File: config.mk
export PLATFORM = sky130hd
export DESIGN_NAME = muldiv_sequencer
export DESIGN_NICKNAME = d
export VERILOG_FILES = /design/src/rtl/muldiv_pkg.sv /design/src/rtl/muldiv_step.sv /design/src/rtl/muldiv_sequencer.sv
export SDC_FILE = /design/constraint.sdc
export NUM_CORES = 1
export LEC_CHECK = 0
export CAP_MARGIN = 20
export CORE_UTILIZATION = 30
export CTS_CLUSTER_DIAMETER = 30
export CTS_CLUSTER_SIZE = 14
export DETAILED_ROUTE_END_ITERATION = 8
export GPL_TIMING_DRIVEN = 0
export PLACE_DENSITY = 0.49
export SYNTH_ARGS = -nofsm -noshare
export SYNTH_HDL_FRONTEND = slang
export SYNTH_SLANG_ARGS = --single-unit
export TNS_END_PERCENT = 10
File: constraint.sdc
create_clock -name clk -period 4.5 [get_ports clk]
set_clock_uncertainty 0.05 [all_clocks]
set_input_delay 0.9 -clock clk [delete_from_list [all_inputs] [get_ports clk]]
set_output_delay 0.9 -clock clk [all_outputs]
set_load 0.1 [all_outputs]
File: src/rtl/muldiv_pkg.sv
// Shared op/read codes, FSM state type and default width for the multiply/divide unit.
// Also imported by the ALU control block to decode mult/div/mfhi/mflo.
package muldiv_pkg;

  localparam int MULDIV_WIDTH = 32;

  localparam logic [3:0] OP_MULT = 4'b1010;
  localparam logic [3:0] OP_DIV  = 4'b1111;
  localparam logic [3:0] OP_MFHI = 4'b0101;
  localparam logic [3:0] OP_MFLO = 4'b0111;

  typedef enum logic [2:0] {
    ST_IDLE,
    ST_MUL,
    ST_DIV,
    ST_FIX,
    ST_DONE
  } muldiv_state_t;

endpackage

File: src/rtl/muldiv_step.sv
// One iteration of the mul/div datapath: shift-add (mul) or trial-subtract/restore (div).
// Latency: purely combinational, zero cycles.
// Backpressure: none; the sequencer decides when the result is registered.
module muldiv_step
  import muldiv_pkg::*;
#(
  parameter int WIDTH = MULDIV_WIDTH
) (
  input  logic                 div_mode,
  input  logic [2*WIDTH-1:0]   acc,
  input  logic [WIDTH-1:0]     opnd,
  output logic [2*WIDTH-1:0]   acc_next
);

  logic [WIDTH:0] sum;
  logic [WIDTH:0] trial;

  always_comb begin
    sum      = {1'b0, acc[2*WIDTH-1:WIDTH]} + (acc[0] ? {1'b0, opnd} : {(WIDTH+1){1'b0}});
    // Partial remainder after the left shift is acc[2W-1:W-1]; borrow in the top bit means restore.
    trial    = acc[2*WIDTH-1:WIDTH-1] - {1'b0, opnd};
    acc_next = '0;
    if (div_mode) begin
      if (!trial[WIDTH]) begin
        acc_next = {trial[WIDTH-1:0], acc[WIDTH-2:0], 1'b1};
      end else begin
        acc_next = {acc[2*WIDTH-2:0], 1'b0};
      end
    end else begin
      acc_next = {sum, acc[WIDTH-1:1]};
    end
  end

endmodule

File: src/rtl/muldiv_sequencer.sv
// Multi-cycle mult/div unit with HI/LO; MULDIV_SIGNED_EN selects two's complement operands.
// Latency: done pulses WIDTH+2 cycles after acceptance (1 cycle for divide by zero).
// Backpressure: stall = busy & (rd_en | start); start while busy is dropped and must be held.
module muldiv_sequencer
  import muldiv_pkg::*;
#(
  parameter int WIDTH = MULDIV_WIDTH
) (
  input  logic             clk,
  input  logic             reset_n,
  input  logic             start,
  input  logic [3:0]       op,
  input  logic [WIDTH-1:0] src_a,
  input  logic [WIDTH-1:0] src_b,
  input  logic             rd_en,
  input  logic [3:0]       rd_sel,
  output logic [WIDTH-1:0] rd_data,
  output logic             busy,
  output logic             stall,
  output logic             done,
  output logic [WIDTH-1:0] hi,
  output logic [WIDTH-1:0] lo
);

  localparam int CW = (WIDTH > 1) ? $clog2(WIDTH) : 1;
  localparam logic [CW-1:0] LAST = CW'(WIDTH - 1);

  muldiv_state_t          state;
  logic [CW-1:0]          cnt;
  logic [2*WIDTH-1:0]     acc;
  logic [2*WIDTH-1:0]     acc_step;
  logic [2*WIDTH-1:0]     prod_fix;
  logic [WIDTH-1:0]       opnd;
  logic [WIDTH-1:0]       mag_a;
  logic [WIDTH-1:0]       mag_b;
  logic [WIDTH-1:0]       q_fix;
  logic [WIDTH-1:0]       r_fix;
  logic                   in_neg_a;
  logic                   in_neg_b;
  logic                   neg_a;
  logic                   neg_b;
  logic                   is_div;

  muldiv_step #(.WIDTH(WIDTH)) u_step (
    .div_mode (state == ST_DIV),
    .acc      (acc),
    .opnd     (opnd),
    .acc_next (acc_step)
  );

  always_comb begin
`ifdef MULDIV_SIGNED_EN
    in_neg_a = src_a[WIDTH-1];
    in_neg_b = src_b[WIDTH-1];
`else
    in_neg_a = 1'b0;
    in_neg_b = 1'b0;
`endif
    mag_a    = in_neg_a ? -src_a : src_a;
    mag_b    = in_neg_b ? -src_b : src_b;
    // Remainder follows the dividend's sign; quotient and product follow the sign XOR.
    prod_fix = (neg_a ^ neg_b) ? -acc : acc;
    q_fix    = (neg_a ^ neg_b) ? -acc[WIDTH-1:0] : acc[WIDTH-1:0];
    r_fix    = neg_a ? -acc[2*WIDTH-1:WIDTH] : acc[2*WIDTH-1:WIDTH];
  end

  always_comb begin
    rd_data = '0;
    if (rd_sel == OP_MFHI) begin
      rd_data = hi;
    end else if (rd_sel == OP_MFLO) begin
      rd_data = lo;
    end
  end

  assign stall = busy & (rd_en | start);

  always_ff @(posedge clk or negedge reset_n) begin
    if (!reset_n) begin
      state  <= ST_IDLE;
      cnt    <= '0;
      acc    <= '0;
      opnd   <= '0;
      neg_a  <= 1'b0;
      neg_b  <= 1'b0;
      is_div <= 1'b0;
      hi     <= '0;
      lo     <= '0;
      busy   <= 1'b0;
      done   <= 1'b0;
    end else begin
      case (state)
        ST_IDLE: begin
          if (start && op == OP_MULT) begin
            state  <= ST_MUL;
            busy   <= 1'b1;
            cnt    <= '0;
            acc    <= {{WIDTH{1'b0}}, mag_b};
            opnd   <= mag_a;
            neg_a  <= in_neg_a;
            neg_b  <= in_neg_b;
            is_div <= 1'b0;
          end else if (start && op == OP_DIV) begin
            busy <= 1'b1;
            if (src_b == '0) begin
              state <= ST_DONE;
              done  <= 1'b1;
              hi    <= src_a;
              lo    <= '1;
            end else begin
              state  <= ST_DIV;
              cnt    <= '0;
              acc    <= {{WIDTH{1'b0}}, mag_a};
              opnd   <= mag_b;
              neg_a  <= in_neg_a;
              neg_b  <= in_neg_b;
              is_div <= 1'b1;
            end
          end
        end
        ST_MUL, ST_DIV: begin
          acc <= acc_step;
          cnt <= cnt + 1'b1;
          if (cnt == LAST) begin
            state <= ST_FIX;
          end
        end
        ST_FIX: begin
          state <= ST_DONE;
          done  <= 1'b1;
          if (is_div) begin
            hi <= r_fix;
            lo <= q_fix;
          end else begin
            hi <= prod_fix[2*WIDTH-1:WIDTH];
            lo <= prod_fix[WIDTH-1:0];
          end
        end
        ST_DONE: begin
          state <= ST_IDLE;
          done  <= 1'b0;
          busy  <= 1'b0;
        end
        default: begin
          state <= ST_IDLE;
          done  <= 1'b0;
          busy  <= 1'b0;
        end
      endcase
    end
  end

endmodule

Word-level counts from Yosys, hierarchy flattened

Cells that the tools add are included.

Bits in writable memories: 0
Bits in read-only memories: 0
Logic and storage cells: 92
Memories: 0
Bits in latches: 0
Bits in registers: 172

Muxes and demuxes: 44
$lt $le $gt $ge: 0
Eq/ne operators: 15
Shifts and indexed selects: 0
Multiply operators: 0
Reduce and logical (&&, ||, !) cells: 15
Add/subtract/negate cells: 4
Div/mod/pow operators: 0
Bitwise logic cells: 4

Operators by type and width:

| cell                | count |
|---|---|
| $mux 32             | 14 |
| $mux 64             | 5 |
| $pmux 32 s2         | 2 |
| $pmux 64 s2         | 1 |
| $add 32x33->33      | 1 |
| $sub 33x32->33      | 1 |
| $logic_not 32->1    | 1 |
| $neg 32->32         | 1 |
| $mux 5              | 3 |
| $mux 3              | 4 |
| $mux 1              | 11 |
| $ne 2x2->1 const B  | 5 |
| $pmux 5 s2          | 1 |
| $pmux 3 s3          | 1 |
| $eq 4x3->1 const B  | 2 |
| $eq 4x4->1 const B  | 2 |
| $reduce_and 4->1    | 2 |
| $eq 3x2->1 const B  | 2 |
| $ne 3x3->1 const B  | 2 |
| $reduce_and 3->1    | 2 |
| $reduce_bool 2->1   | 3 |
| $add 5x1->5 const B | 1 |
| $eq 5x5->1 const B  | 1 |
| $reduce_and 2->1    | 2 |
| 10 further kinds    | 12 |

Depth between registers and ports, before layout

Depth after elaboration: 5
Mapped depth: 15

Modules after synthesis

A second synthesis with hierarchy kept.

Cells, all modules: 1540
Area total of the unflattened synthesis: 13005.0 um^2

Modules (own cells, without submodules):

| module           | area an instance (um^2) | instances | sequential area each (um^2) | cells an instance |
|---|---|---|---|---|
| muldiv_sequencer | 8326.7                  | 1         | 4254.1                      | 864 |
| muldiv_step      | 4678.2                  | 1         | 0.0                         | 676 |

Worst setup path before layout

OpenSTA, ideal clock, no wires.

Path kind: input -> output
Start: in rd_sel[3]
End: out rd_data[10]
Data required time: 3550 ps
Buffers on the path: 2
Arrival time: 2411 ps
Stages: 4
Setup slack: 1139 ps
Path through: nor4bb_1 clkbuf_1 clkbuf_1 a22o_1

Word-level cells in the longest chain between the ends: 3

Ends and longest elaborated chain:

| element     | RTL line               | source |
|---|---|---|
| from (decl) | muldiv_sequencer.sv:16 | `input logic [3:0] rd_sel,` |
| $eq 4x3->1  | muldiv_sequencer.sv:71 | `end else if (rd_sel == OP_MFLO) begin` |
| $mux 32     | muldiv_sequencer.sv:71 |  |
| $mux 32 *   | muldiv_sequencer.sv:69 | `if (rd_sel == OP_MFHI) begin` |
| to (decl)   | muldiv_sequencer.sv:17 | `output logic [WIDTH-1:0] rd_data,` |

Every way passes the cells marked *; elsewhere a longest branch is shown, timed or not.

Final worst setup path

Start: in rd_sel[0]
End: out rd_data[3]

The elaborated chain is that of the path after synthesis.

==> flow_metrics.py <==
metrics = {
    "outcome": {
        "run_status": "finished clean",
    },
    "synthesis": {
        "post_synth_most_frequent_cells": "170 x dfrtp_1, 167 x a21oi_1, 138 x nor2_1, 118 x mux2i_1, 94 x nand2_1",
        "synthArstFlopShare": 1.00,
        "synthesis.area_per_instance_um2": 8.74,
        "synth_cells": 1394,
        "synth_flop_cell": "dfrtp_1",
        "synth.largest_area_cell": "dfrtp_1",
        "yosys-top-cells-area": "dfrtp_1 35%, mux2i_1 9.7%, a21oi_1 6.9%",
        "synth_cell_type_count": 72,
        "synth.cell_area_um2": 12200,
        "register_area_share_after_synthesis": 0.349,
        "mappedNetlistNets": 1538,
        "synth_enable_flop_cells": 0,
        "total_of_flip_flops_plus_latches_after_synthesis": 170,
        "synthMostInstantiatedCell": "dfrtp_1",
        "yosys_warnings": 0,
        "synthDominantCellAreaShare": 0.349,
    },
    "sta": {
        "timing.slew.headroom": 0.279,
        "rsz0062_at_grt": "true",
        "final.setup.worst_slack_ps": 104,
        "finalCriticalPeriod_ps": 4400,
        "finalSetupViolCount": 0,
        "final-max-slew-violation-count": 0,
        "maxClockFrequency_ghz": 0.227,
        "fin_crit_sh": 0.977,
        "hold_viol_final": 0,
        "timing_worst_slew_pin_value_ps": 1070,
    },
    "min_path": {
        "worstHoldPathType": "input pin to asynchronous set/reset pin",
    },
    "final_layout": {
        "layout.nets": 1732,
        "layout-area-overhead-vs-synth_pct": 24.4,
        "ratio_of_cells_with_drive_above_1_in_the_final_layout": 0.0418,
    },
    "clocking": {
        "cts_num_sinks": 170,
        "cts.clk_slew.worst_paths_ps": 70,
        "cts-htree-levels": 4,
        "clock_tree.buffer_depth": 2,
        "cts_made_buffers": 17,
        "clock_latency_ps": 450,
        "cts_post_setup_buffers_inserted": 0,
        "clock_tree_from_tritoncts": "built",
        "cts_hold_buffers": 0,
        "clk_root_buffer_cell": "clkbuf_16",
    },
    "setup_path": {
        "timing.critical_path.arrival_ps": 3450,
        "timing_worst_setup_path_type": "input pin to output pin",
        "worstSetupEndpointType": "output pin",
        "critical_path.max_fanout": 10,
        "timing.critical_path.from_type": "input pin",
        "worst-endpoint-required_ps": 3550,
    },
    "grt": {
        "grt_pass1_vias": 11500,
        "grt_pass1_wl_mm": 68.5,
        "globalRouteOverflowTotal": 0,
        "maximum_number_of_pins_on_one_net_before_global_route_repair": 112,
        "gr-usage-all-layers": 0.216,
        "antenna_found_initial": 2,
    },
    "die": {
        "start_util": 0.305,
        "die_h_um": 204,
        "core_area_um2": 39900,
        "core.rowCount": 73,
        "floorplan.io_pins": 175,
        "fp.dieW_um": 204,
        "die-area_um2": 41400,
    },
    "placed_design": {
        "placement.setup.worst_slack_ps": -202,
        "io_buffer_count": 174,
        "dpl.hpwl_mm": 35.8,
        "final_estimated_routing_congestion_in_global_placement": 0.909,
    },
    "routing": {
        "remaining_routing_drc_violations": 0,
        "met1Wirelength_mm": 21.4,
        "drt_pre_antenna_iters": 5,
        "top_layer_used": "met4",
        "post_drt_wl_per_cell_um": 20.9,
        "detail_route.wirelength_mm": 44.4,
        "vias_per_cell": 5.33,
        "detailroute.via_count": 11300,
        "detailroute.wirelength.met3_mm": 1.53,
        "drt_first_iter_violations": 636,
        "route.antenna.remaining_nets": 0,
        "wl_met2_mm": 20.6,
    },
    "run": {
        "max-cap-violations": 0,
    },
}
-- repair_timing --
action / 4_1_cts / 5_1_grt
gates cloned: 0 / 0
resized for setup: 30 / 23
endpoints found under the setup margin: 30 / 17
-- critical path: stages --
cell and delay, ps:
clkdlybuf4s50_1 470, nor4bb_1 260, clkbuf_1 270, clkbuf_1 470, a22o_1 210, dlygate4sd2_1 850
-- metrics by stage --
| stage | hold slack (ps) | util | setup TNS (ps) | instances | cell area (µm²) |
|---|---|---|---|---|---|
| floorplan | 414 | - | 0 | 1394 | 12200 |
| global placement | 443 | 0.365 | -852310 | 2093 | 14600 |
| detailed placement | 456 | 0.366 | -4540 | 2094 | 14600 |
| CTS | 345 | 0.380 | 0 | 2126 | 15200 |
| global route | 349 | 0.380 | -25.3 | 2128 | 15200 |
| finish | 320 | 0.380 | 0 | 2128 | 15200 |
-- path summary, 6_finish.rpt --
kind	start	to	slack [ps]	cells after the start
max reg2reg	acc[0]	acc[57]	380	15
min reg2reg	cnt[2]	cnt[2]	480	1
min in group clk	cnt[2]	cnt[2]	480	1
min	reset_n	lo[28]	320	1
max	rd_sel[0]	rd_data[3]	100	6
max in group asynchronous	reset_n	opnd[6]	3130	2
-- logic make-up (layout without fill, tap and decap cells) --
| logic type | count (synthesis) | in the layout | share of synthesized area |
|---|---|---|---|
| AO/OA/AOI/OAI | 489 | 489 | 0.264 |
| AND/OR/NAND/NOR | 345 | 345 | 0.129 |
| flip-flops | 170 | 170 | 0.349 |
| buffers and inverters | 147 | 354 | 0.0471 |
| multiplexers | 121 | 121 | 0.0997 |
| adder cells (fa/ha/maj) | 68 | 68 | 0.0710 |
| XOR/XNOR | 54 | 54 | 0.0403 |
| other | 0 | 2 | 0 |
-- routing by layer --
| metal | vias to the layer above | GRT usage |
|---|---|---|
| met5 | - | 0 |
| met4 | 0 | 0.0588 |
| met3 | 41 | 0.0198 |
| met2 | 238 | 0.356 |
| met1 | 5592 | 0.300 |
| li1 | 5475 | - |
-- cell type report --
type | instances | area, µm²
timing repair buffer | 175 | 1720
sequential | 170 | 4250
multi-input combinational | 1077 | 7360
inverter | 54 | 203
clock inverter | 14 | 149
buffer | 93 | 373
antenna | 2 | 5.00
fill | 4052 | 24800
clock buffer | 18 | 439
tap | 525 | 657
-- layout by cell type (no fill, tap or decap), types with 6 or more instances in the layout --
cell type          n
a21o_1            37
buf_1              7
nor4_1             9
ha_1              66
nor3_1             6
o21bai_1           6
o22a_1            32
buf_2              6
nor2_1           138
dfrtp_1          170
clkdlybuf4s15_1    7
mux2i_1          118
nand4_1           10
and3_1             7
nand3_1           18
a22o_1            32
o21a_1             6
xor2_1            19
nand2_1           94
a22oi_1           20
o21ai_0           86
a211oi_1          36
clkbuf_16         17
dlygate4sd2_1     16
and2_1            34
a21oi_1          167
inv_1             54
inv_6              6
a31oi_1           11
clkdlybuf4s50_1  143
xnor2_1           34
nand2b_1           9
clkbuf_1          76
clkbuf_2           8
-- sequential cells by signal, summed over array words and instances (netlist names) --
signal  count
done        1
hi         32
lo         32
state       3
cnt         5
acc        64
busy        1
opnd       32
Power is left out: the tool's default activity adds up to more than one toggle a clock period on the data nets, which glitch-free logic cannot reach.
